$ cat config.mk
export PLATFORM = sky130hd
export DESIGN_NAME = regfile_write_arbiter
export DESIGN_NICKNAME = d
export VERILOG_FILES = /design/src/rtl/regfile_write_arbiter.sv
export SDC_FILE = /design/constraint.sdc
export NUM_CORES = 1
export LEC_CHECK = 0
export CAP_MARGIN = 30
export CORE_MARGIN = 2
export CORE_UTILIZATION = 50
export CTS_BUF_LIST = sky130_fd_sc_hd__clkbuf_8
export CTS_CLUSTER_DIAMETER = 40
export DETAILED_ROUTE_END_ITERATION = 12
export PLACE_DENSITY = 0.95
export SETUP_SLACK_MARGIN = 0.2
export SYNTH_ARGS = -nofsm -noshare
export SYNTH_HDL_FRONTEND = slang
export SYNTH_SLANG_ARGS = --single-unit
$ cat constraint.sdc
create_clock -name clk_i -period 4.65 [get_ports clk_i]
set_input_delay 0.465 -clock clk_i [delete_from_list [all_inputs] [get_ports clk_i]]
set_output_delay 0.465 -clock clk_i [all_outputs]
set_load 0.01 [all_outputs]
$ cat src/rtl/regfile_write_arbiter.sv
`default_nettype none
// ============================================================================
// Module   : regfile_write_arbiter
// Purpose  : Shares the single register-file write port between the WB stage
//            and a long-latency unit (LLU). One LLU result can be buffered.
//            WB normally has priority. A buffered LLU result that loses
//            MAX_WAIT times forces its way in, and WB is held for that cycle.
//            A 32-bit scoreboard tracks registers with outstanding LLU writes.
//            Decode is stalled on RAW/WAW hazards against those registers.
// Ports    : clk_i, reset_i (async, active-high)
//            wb_valid_i/wb_addr_i/wb_data_i   - WB write request
//            wb_hold_o                        - WB must hold / pipeline freeze
//            llu_valid_i/llu_addr_i/llu_data_i, llu_ready_o - LLU handshake
//            issue_valid_i/issue_llu_i/issue_dest_i/issue_rs1_i/issue_rs2_i
//            issue_stall_o                    - scoreboard hazard
//            rf_we_o/rf_waddr_o/rf_wdata_o    - registered RF write port
//            pending_o                        - scoreboard (bit 0 always 0)
// Revision : 1.0 - initial release
// ============================================================================
module regfile_write_arbiter #(
    parameter int MAX_WAIT = 4,
    parameter int CNT_W    = 4
) (
    input  logic        clk_i,
    input  logic        reset_i,
    input  logic        wb_valid_i,
    input  logic [4:0]  wb_addr_i,
    input  logic [31:0] wb_data_i,
    output logic        wb_hold_o,
    input  logic        llu_valid_i,
    input  logic [4:0]  llu_addr_i,
    input  logic [31:0] llu_data_i,
    output logic        llu_ready_o,
    input  logic        issue_valid_i,
    input  logic        issue_llu_i,
    input  logic [4:0]  issue_dest_i,
    input  logic [4:0]  issue_rs1_i,
    input  logic [4:0]  issue_rs2_i,
    output logic        issue_stall_o,
    output logic        rf_we_o,
    output logic [4:0]  rf_waddr_o,
    output logic [31:0] rf_wdata_o,
    output logic [31:0] pending_o
);

    typedef enum logic [1:0] {
        IDLE  = 2'd0,   // buffer empty
        PEND  = 2'd1,   // buffer full, WB has priority
        FORCE = 2'd2    // buffer full, LLU has priority
    } state_t;

    localparam logic [CNT_W-1:0] c_max_wait = CNT_W'(MAX_WAIT);

    state_t             state_q, state_d;
    logic [CNT_W-1:0]   cnt_q, cnt_d;
    logic [4:0]         buf_addr_q, buf_addr_d;
    logic [31:0]        buf_data_q, buf_data_d;
    logic [31:0]        pending_q, pending_d;
    logic               rf_we_q, rf_we_d;
    logic [4:0]         rf_waddr_q, rf_waddr_d;
    logic [31:0]        rf_wdata_q, rf_wdata_d;

    logic               w_llu_xfer;
    logic               w_grant_llu;
    logic               w_grant_wb;
    logic               w_issue_set;
    logic               w_hazard;
    logic [CNT_W-1:0]   w_cnt_inc;

    // ------------------------------------------------------------------
    // Handshake, grants and hazard detection
    // ------------------------------------------------------------------
    assign llu_ready_o = (state_q == IDLE);
    assign wb_hold_o   = (state_q == FORCE);
    assign w_llu_xfer  = llu_valid_i && (state_q == IDLE);

    // LLU wins when WB is idle or when it has waited long enough.
    assign w_grant_llu = ((state_q == PEND) && !wb_valid_i) || (state_q == FORCE);
    assign w_grant_wb  = wb_valid_i && (state_q != FORCE);

    // Only one LLU result may be outstanding, so an LLU issue also stalls
    // while the buffer is occupied.
    assign w_hazard = ((issue_rs1_i  != 5'd0) && pending_q[issue_rs1_i])  ||
                      ((issue_rs2_i  != 5'd0) && pending_q[issue_rs2_i])  ||
                      ((issue_dest_i != 5'd0) && pending_q[issue_dest_i]) ||
                      (issue_llu_i && (state_q != IDLE));

    assign issue_stall_o = issue_valid_i && w_hazard;
    assign w_issue_set   = issue_valid_i && issue_llu_i && !w_hazard &&
                           (issue_dest_i != 5'd0);

    assign w_cnt_inc = cnt_q + CNT_W'(1);

    // ------------------------------------------------------------------
    // Next-state logic
    // ------------------------------------------------------------------
    always_comb begin
        state_d    = state_q;
        cnt_d      = cnt_q;
        buf_addr_d = buf_addr_q;
        buf_data_d = buf_data_q;
        pending_d  = pending_q;
        rf_we_d    = 1'b0;
        rf_waddr_d = rf_waddr_q;
        rf_wdata_d = rf_wdata_q;

        case (state_q)
            IDLE: begin
                if (w_llu_xfer) begin
                    state_d    = PEND;
                    cnt_d      = '0;
                    buf_addr_d = llu_addr_i;
                    buf_data_d = llu_data_i;
                end
            end
            PEND: begin
                if (!wb_valid_i) begin
                    state_d = IDLE;
                    cnt_d   = '0;
                end else begin
                    cnt_d = w_cnt_inc;
                    if (w_cnt_inc == c_max_wait) begin
                        state_d = FORCE;
                    end
                end
            end
            FORCE: begin
                state_d = IDLE;
                cnt_d   = '0;
            end
            default: begin
                state_d = IDLE;
                cnt_d   = '0;
            end
        endcase

        // A write to r0 still consumes its grant but never reaches the RF.
        if (w_grant_llu) begin
            rf_we_d               = (buf_addr_q != 5'd0);
            rf_waddr_d            = buf_addr_q;
            rf_wdata_d            = buf_data_q;
            pending_d[buf_addr_q] = 1'b0;
        end else if (w_grant_wb) begin
            rf_we_d    = (wb_addr_i != 5'd0);
            rf_waddr_d = wb_addr_i;
            rf_wdata_d = wb_data_i;
        end

        // Applied after the clear so a same-register set wins.
        if (w_issue_set) begin
            pending_d[issue_dest_i] = 1'b1;
        end
        pending_d[0] = 1'b0;
    end

    // ------------------------------------------------------------------
    // State registers
    // ------------------------------------------------------------------
    always_ff @(posedge clk_i or posedge reset_i) begin
        if (reset_i) begin
            state_q    <= IDLE;
            cnt_q      <= '0;
            buf_addr_q <= '0;
            buf_data_q <= '0;
            pending_q  <= '0;
            rf_we_q    <= 1'b0;
            rf_waddr_q <= '0;
            rf_wdata_q <= '0;
        end else begin
            state_q    <= state_d;
            cnt_q      <= cnt_d;
            buf_addr_q <= buf_addr_d;
            buf_data_q <= buf_data_d;
            pending_q  <= pending_d;
            rf_we_q    <= rf_we_d;
            rf_waddr_q <= rf_waddr_d;
            rf_wdata_q <= rf_wdata_d;
        end
    end

    assign rf_we_o    = rf_we_q;
    assign rf_waddr_o = rf_waddr_q;
    assign rf_wdata_o = rf_wdata_q;
    assign pending_o  = pending_q;

endmodule
`default_nettype wire

Word-level counts from Yosys, hierarchy flattened:

Cells that the tools add are included.

* add/subtract/negate cells: 1
* magnitude comparators: 6
* equal/unequal tests: 6
* mux-type cells: 25
* bitwise logic cells: 3
* reduce and logical (&&, ||, !) cells: 29

Operators by type and width (number)
* $mux W32: 4
* $and A32 B32 Y32: 1
* $not A32 Y32: 1
* $or A32 B32 Y32: 1
* $reduce_bool A5 Y1: 5
* $lt A5 B6 Y1 const B: 4
* $bmux W1 S5: 3
* $logic_and A1 B1 Y1: 13
* $demux W1 S5: 2
* $ge A5 B1 Y1 const B: 2
* $mux W5: 2
* $mux W4: 2
* $pmux W4 S2: 1
* $mux W1: 7
* $mux W2: 3
* $add A4 B1 Y4 const B: 1
* $eq A4 B3 Y1 const B: 1
* $logic_or A1 B1 Y1: 4
* $pmux W2 S2: 1
* $reduce_and A2 Y1: 2
* $reduce_bool A2 Y1: 2
* $ne A3 B2 Y1 const B: 1
* $eq A2 B1 Y1 const B: 1
* $eq A2 B2 Y1 const B: 1
* other kinds (4): 5

* register bits: 112
* output and inout bits: 73
* logic and storage cells: 78

Logic depth before layout (Yosys ltp):

* depth in word-level cells: 10
* gate-level depth with buffers: 9

Worst setup path before layout:

Ideal clock, no wire load.

* path type: input -> output
* from: input port issue_dest_i[1]
* to: output port issue_stall_o
* arrival time: 2298 ps
* required time: 4185 ps
* setup slack: 1887 ps
* stages: 8
* path buffers: 2
* cells stage by stage: buf_2 -> mux4_2 -> and3_1 -> a311o_1 -> a31oi_4 -> nand4_4 -> buf_6 -> and2_1

* longest elaborated chain between the ends: 6
* elaborated cells on any way between the ends: 7
* those cells by class: mux (2); reduce/logical (5)

Ends and longest elaborated chain
* from (decl): line 36 `input logic [4:0] issue_dest_i,`
* $bmux W1 S5: line 85 `((issue_dest_i != 5'd0) && pending_q[issue_dest_i]) ||`
* $mux W1 (not written as such): line 85
* $logic_and A1 B1 Y1 (*): line 85
* $logic_or A1 B1 Y1 (*): line 84 `((issue_rs2_i != 5'd0) && pending_q[issue_rs2_i]) ||`
* $logic_or A1 B1 Y1 (*): line 85
* $logic_and A1 B1 Y1 (*): line 88 `assign issue_stall_o = issue_valid_i && w_hazard;`
* to (decl): line 39 `output logic issue_stall_o,`

Mark *: on every way between the ends. The rest lies on a longest branch, timed or not. The select of a mux whose other input is x is not followed.

Worst setup path in the final report:

Ends and elaborated chain as after synthesis.

==> results.yml <==
run_status:
  status: "finished clean"
die:
  die_area_mm2: 0.01254
  die_h_um: 112.0
  io_pins: 168
  die_x_um: 112.0
  fp-row-count: 39
  core_area_mm2: 0.01142
  start_util_pct: 51.04
cells_and_area:
  drive_gt1_share_pct: 13.09
  final_cell_area_mm2: 0.007806
  layoutNonFillerInstCount: 823
  areaGrowthSynthToFinish_pct: 33.94
  nets: 774
  nFillCells: 838
  antenna_cells: 0
logic_synthesis:
  synth_flop_cell: "dfrtp_1"
  ys_types: 53
  syn_inst: 530
  ys_seq_area_share_pct: 48.09
  yosys.area.top_type_share_pct: 48.09
  yosys_warnings: 0
  synth_area_per_cell_um2: 11.00
  ys_ff_latch: 112
  yosysTopAreaCell: "dfrtp_1"
  synth-async-reset-ratio_pct: 100.0
  synth_enable_flop_cells: 0
  syn_nets: 627
  syn_area_mm2: 0.005828
  synthTopCellsByArea: "dfrtp_1 48%, mux2i_1 8.8%, mux2_2 7.9%"
timing:
  fmax_ghz: 0.2746
  slew_headroom_pct: 37.68
  finalCritPeriodShare_pct: 78.30
  worstMarginPinSlew_ns: 0.9348
  clock_skew_ns: 0.01252
  finalHoldViolCount: 0
  finalSetupViolCount: 0
  rsz0062_at_grt: "false"
  final.setup.tns_ns: 0
  fin_ws_ns: 1.009
  drv_slew: 0
  period_needed_ns: 3.641
global_route:
  grt_max_degree: 65
  antenna_found_initial: 0
  grt_pass1_wl_um: 28140
  grt_pass1_vias: 5325
  track_usage_pct: 28.60
  grt-ovfl-total: 0
worst_setup_path:
  path_common_cell: "clkdlybuf4s50_1"
  crit_chain: "clkdlybuf4s50_1 -> buf_4 -> mux4_2 -> and3_1 -> a311o_1 -> a31oi_4 -> nand4_4 -> and2_1 -> clkdlybuf4s50_1"
  path_buf_inv: 3
  cp.arrival_ns: 3.18
  cp_slowest_cell: "mux4_2"
  criticalPathCategory: "input port to output pin"
  start_kind: "input port"
  crit_fanout: 18
  critPathTopFamily: "buffers and inverters"
  critPathMaxStageDelay_ns: 0.52
  endpoint_kind: "output pin"
  critical_path_required_ns: 4.18
clock_network:
  cts_buffer_depth: 2
  insertion_delay_ns: 0.36
  cts_hold_buf: 0
  htreeDepth: 3
  cts_sinks: 112
  cts-buffers-inserted: 9
  root_buffer: "clkbuf_8"
  clkTransAtPathRegs_ns: 0.09
  cts_tree: "built"
  post_cts_buffers: 0
  ctsResizeCount: 0
power:
  clockPowerShare_pct: 22.3
  p_leak_nw: 3.079
  powerDensity_mw_per_mm2: 356.3
  swShare_pct: 30.78
  p_int_w: 0.001925
  seq_power_share_pct: 48.0
  p_switching_w: 0.0008561
  combinationalPowerShare_pct: 29.7
  ir_worst_vdd_uv: 244.8
route:
  viasPerCell: 6.156
  routed-via-count: 5066
  wl_per_cell_um: 21.71
  dr.pass1.iters: 5
  first_iter_violations: 374
  ant_nets: 0
  wl_um: 17870
  drc: 0
job:
  drv_cap: 0
place:
  pre_cts_slack_ns: 1.031
  place.gp.congestion: 0.9372
  placed_area_mm2: 0.007597
  dp_hpwl_um: 13160
  dp.cells: 809
  port_buffers: 166
worst_hold_path:
  min_path_type: "input port to async pin"
## layout by cell type (no fill, tap or decap), types with 3 or more instances in the layout
| master | synthesis | final |
|---|---|---|
| nor3_1 | 6 | 5 |
| nand4_1 | 4 | 4 |
| or3b_2 | 3 | 3 |
| nand3_1 | 7 | 7 |
| nor2b_1 | 12 | 12 |
| mux2_2 | 41 | 41 |
| nand2_1 | 50 | 50 |
| mux2i_1 | 51 | 51 |
| o21ai_1 | 8 | 7 |
| o22ai_1 | 4 | 4 |
| dfrtp_1 | 112 | 112 |
| clkdlybuf4s50_1 | 0 | 166 |
| clkbuf_8 | 0 | 10 |
| inv_1 | 6 | 6 |
| nand2b_1 | 5 | 5 |
| nand3b_1 | 9 | 9 |
| a221oi_1 | 3 | 3 |
| a21oi_1 | 6 | 6 |
| buf_4 | 1 | 7 |
| o31ai_1 | 24 | 24 |
| nor2_1 | 14 | 14 |
| mux4_2 | 14 | 14 |
| o21ai_0 | 76 | 76 |
## Yosys cell counts, types with 7 or more instances
master / number
nand2_1: 50
nand3b_1: 9
o21ai_1: 8
nand3_1: 7
nor2b_1: 12
mux2i_1: 51
o31ai_1: 24
dfrtp_1: 112
clkbuf_1: 31
mux4_2: 14
o21ai_0: 76
mux2_2: 41
nor2_1: 14
## sequential cells by signal, summed over array words and instances (netlist names)
signal,count
buf_data_q,32
rf_wdata_o,32
pending_o,31
buf_addr_q,5
rf_waddr_o,5
cnt_q,4
state_q,2
rf_we_o,1
## stage by stage
step | power, W | hold WS (ns) | util [%]
3_5_place_dp | 0.002169 | 0.4710 | 66.54
2_1_floorplan | 0.001715 | 0.4805 | -
6_report | 0.002781 | 0.4203 | 68.37
4_1_cts | 0.002789 | 0.4187 | 68.37
5_1_grt | 0.002911 | 0.4443 | 68.37
3_3_place_gp | 0.002107 | 0.4609 | 66.29
## path summary, 6_finish.rpt
| path | depth (start not counted) | slack (ns) | from | end |
|---|---|---|---|---|
| max in group asynchronous | 3 | 3.56 | reset_i | pending_o[23] |
| min in group clk_i | 2 | 0.49 | rf_wdata_o[23] | rf_wdata_o[23] |
| setup reg to reg | 7 | 2.08 | pending_o[7] | pending_o[25] |
| setup / recovery | 9 | 1.01 | issue_dest_i[1] | issue_stall_o |
| hold reg to reg | 2 | 0.49 | rf_wdata_o[23] | rf_wdata_o[23] |
| hold / removal | 2 | 0.42 | reset_i | buf_data_q[21] |
## layout make-up
type	count	area [um2]	share of cell area, %
clock buffers	10	137.6	1.763
multi-input cells	374	2849	36.50
well taps	143	178.9	2.292
repair buffers	174	1742	22.31
clock inverters	4	71.32	0.9136
flip-flops and latches	112	2803	35.90
inverters	6	25.02	0.3206
## routing by layer
metal	share of wire [%]	vias up	track usage [%]
li1	-	2252	-
met1	38	2457	34.62
met2	49	307	47.80
met3	11	50	9.799
met4	2.8	0	10.41
met5	0	-	0
## power by group through the flow
stage | logic (W) | clock network, W | registers, W
after global routing | 0.000888 | 0.000665 | 0.00136
after global placement | 0.000778 | 0 | 0.00133
after detailed placement | 0.000823 | 0 | 0.00135
final | 0.000826 | 0.000619 | 0.00134
after CTS | 0.000828 | 0.000629 | 0.00133
after floorplan | 0.000396 | 0 | 0.00132
## cell families (layout without fill, tap and decap cells)
kind of cell / count (synthesis) / count (layout) / share of synthesized area [%]
mux: 106 / 106 / 22.09
compound gates: 136 / 136 / 14.19
other cells: 1 / 1 / 0.06434
buf+inv: 44 / 194 / 3.328
simple gates: 128 / 128 / 11.66
fa+ha+maj: 2 / 2 / 0.4293
flops: 112 / 112 / 48.09
xor+xnor: 1 / 1 / 0.1503
Power figures use the tool's default switching activity.
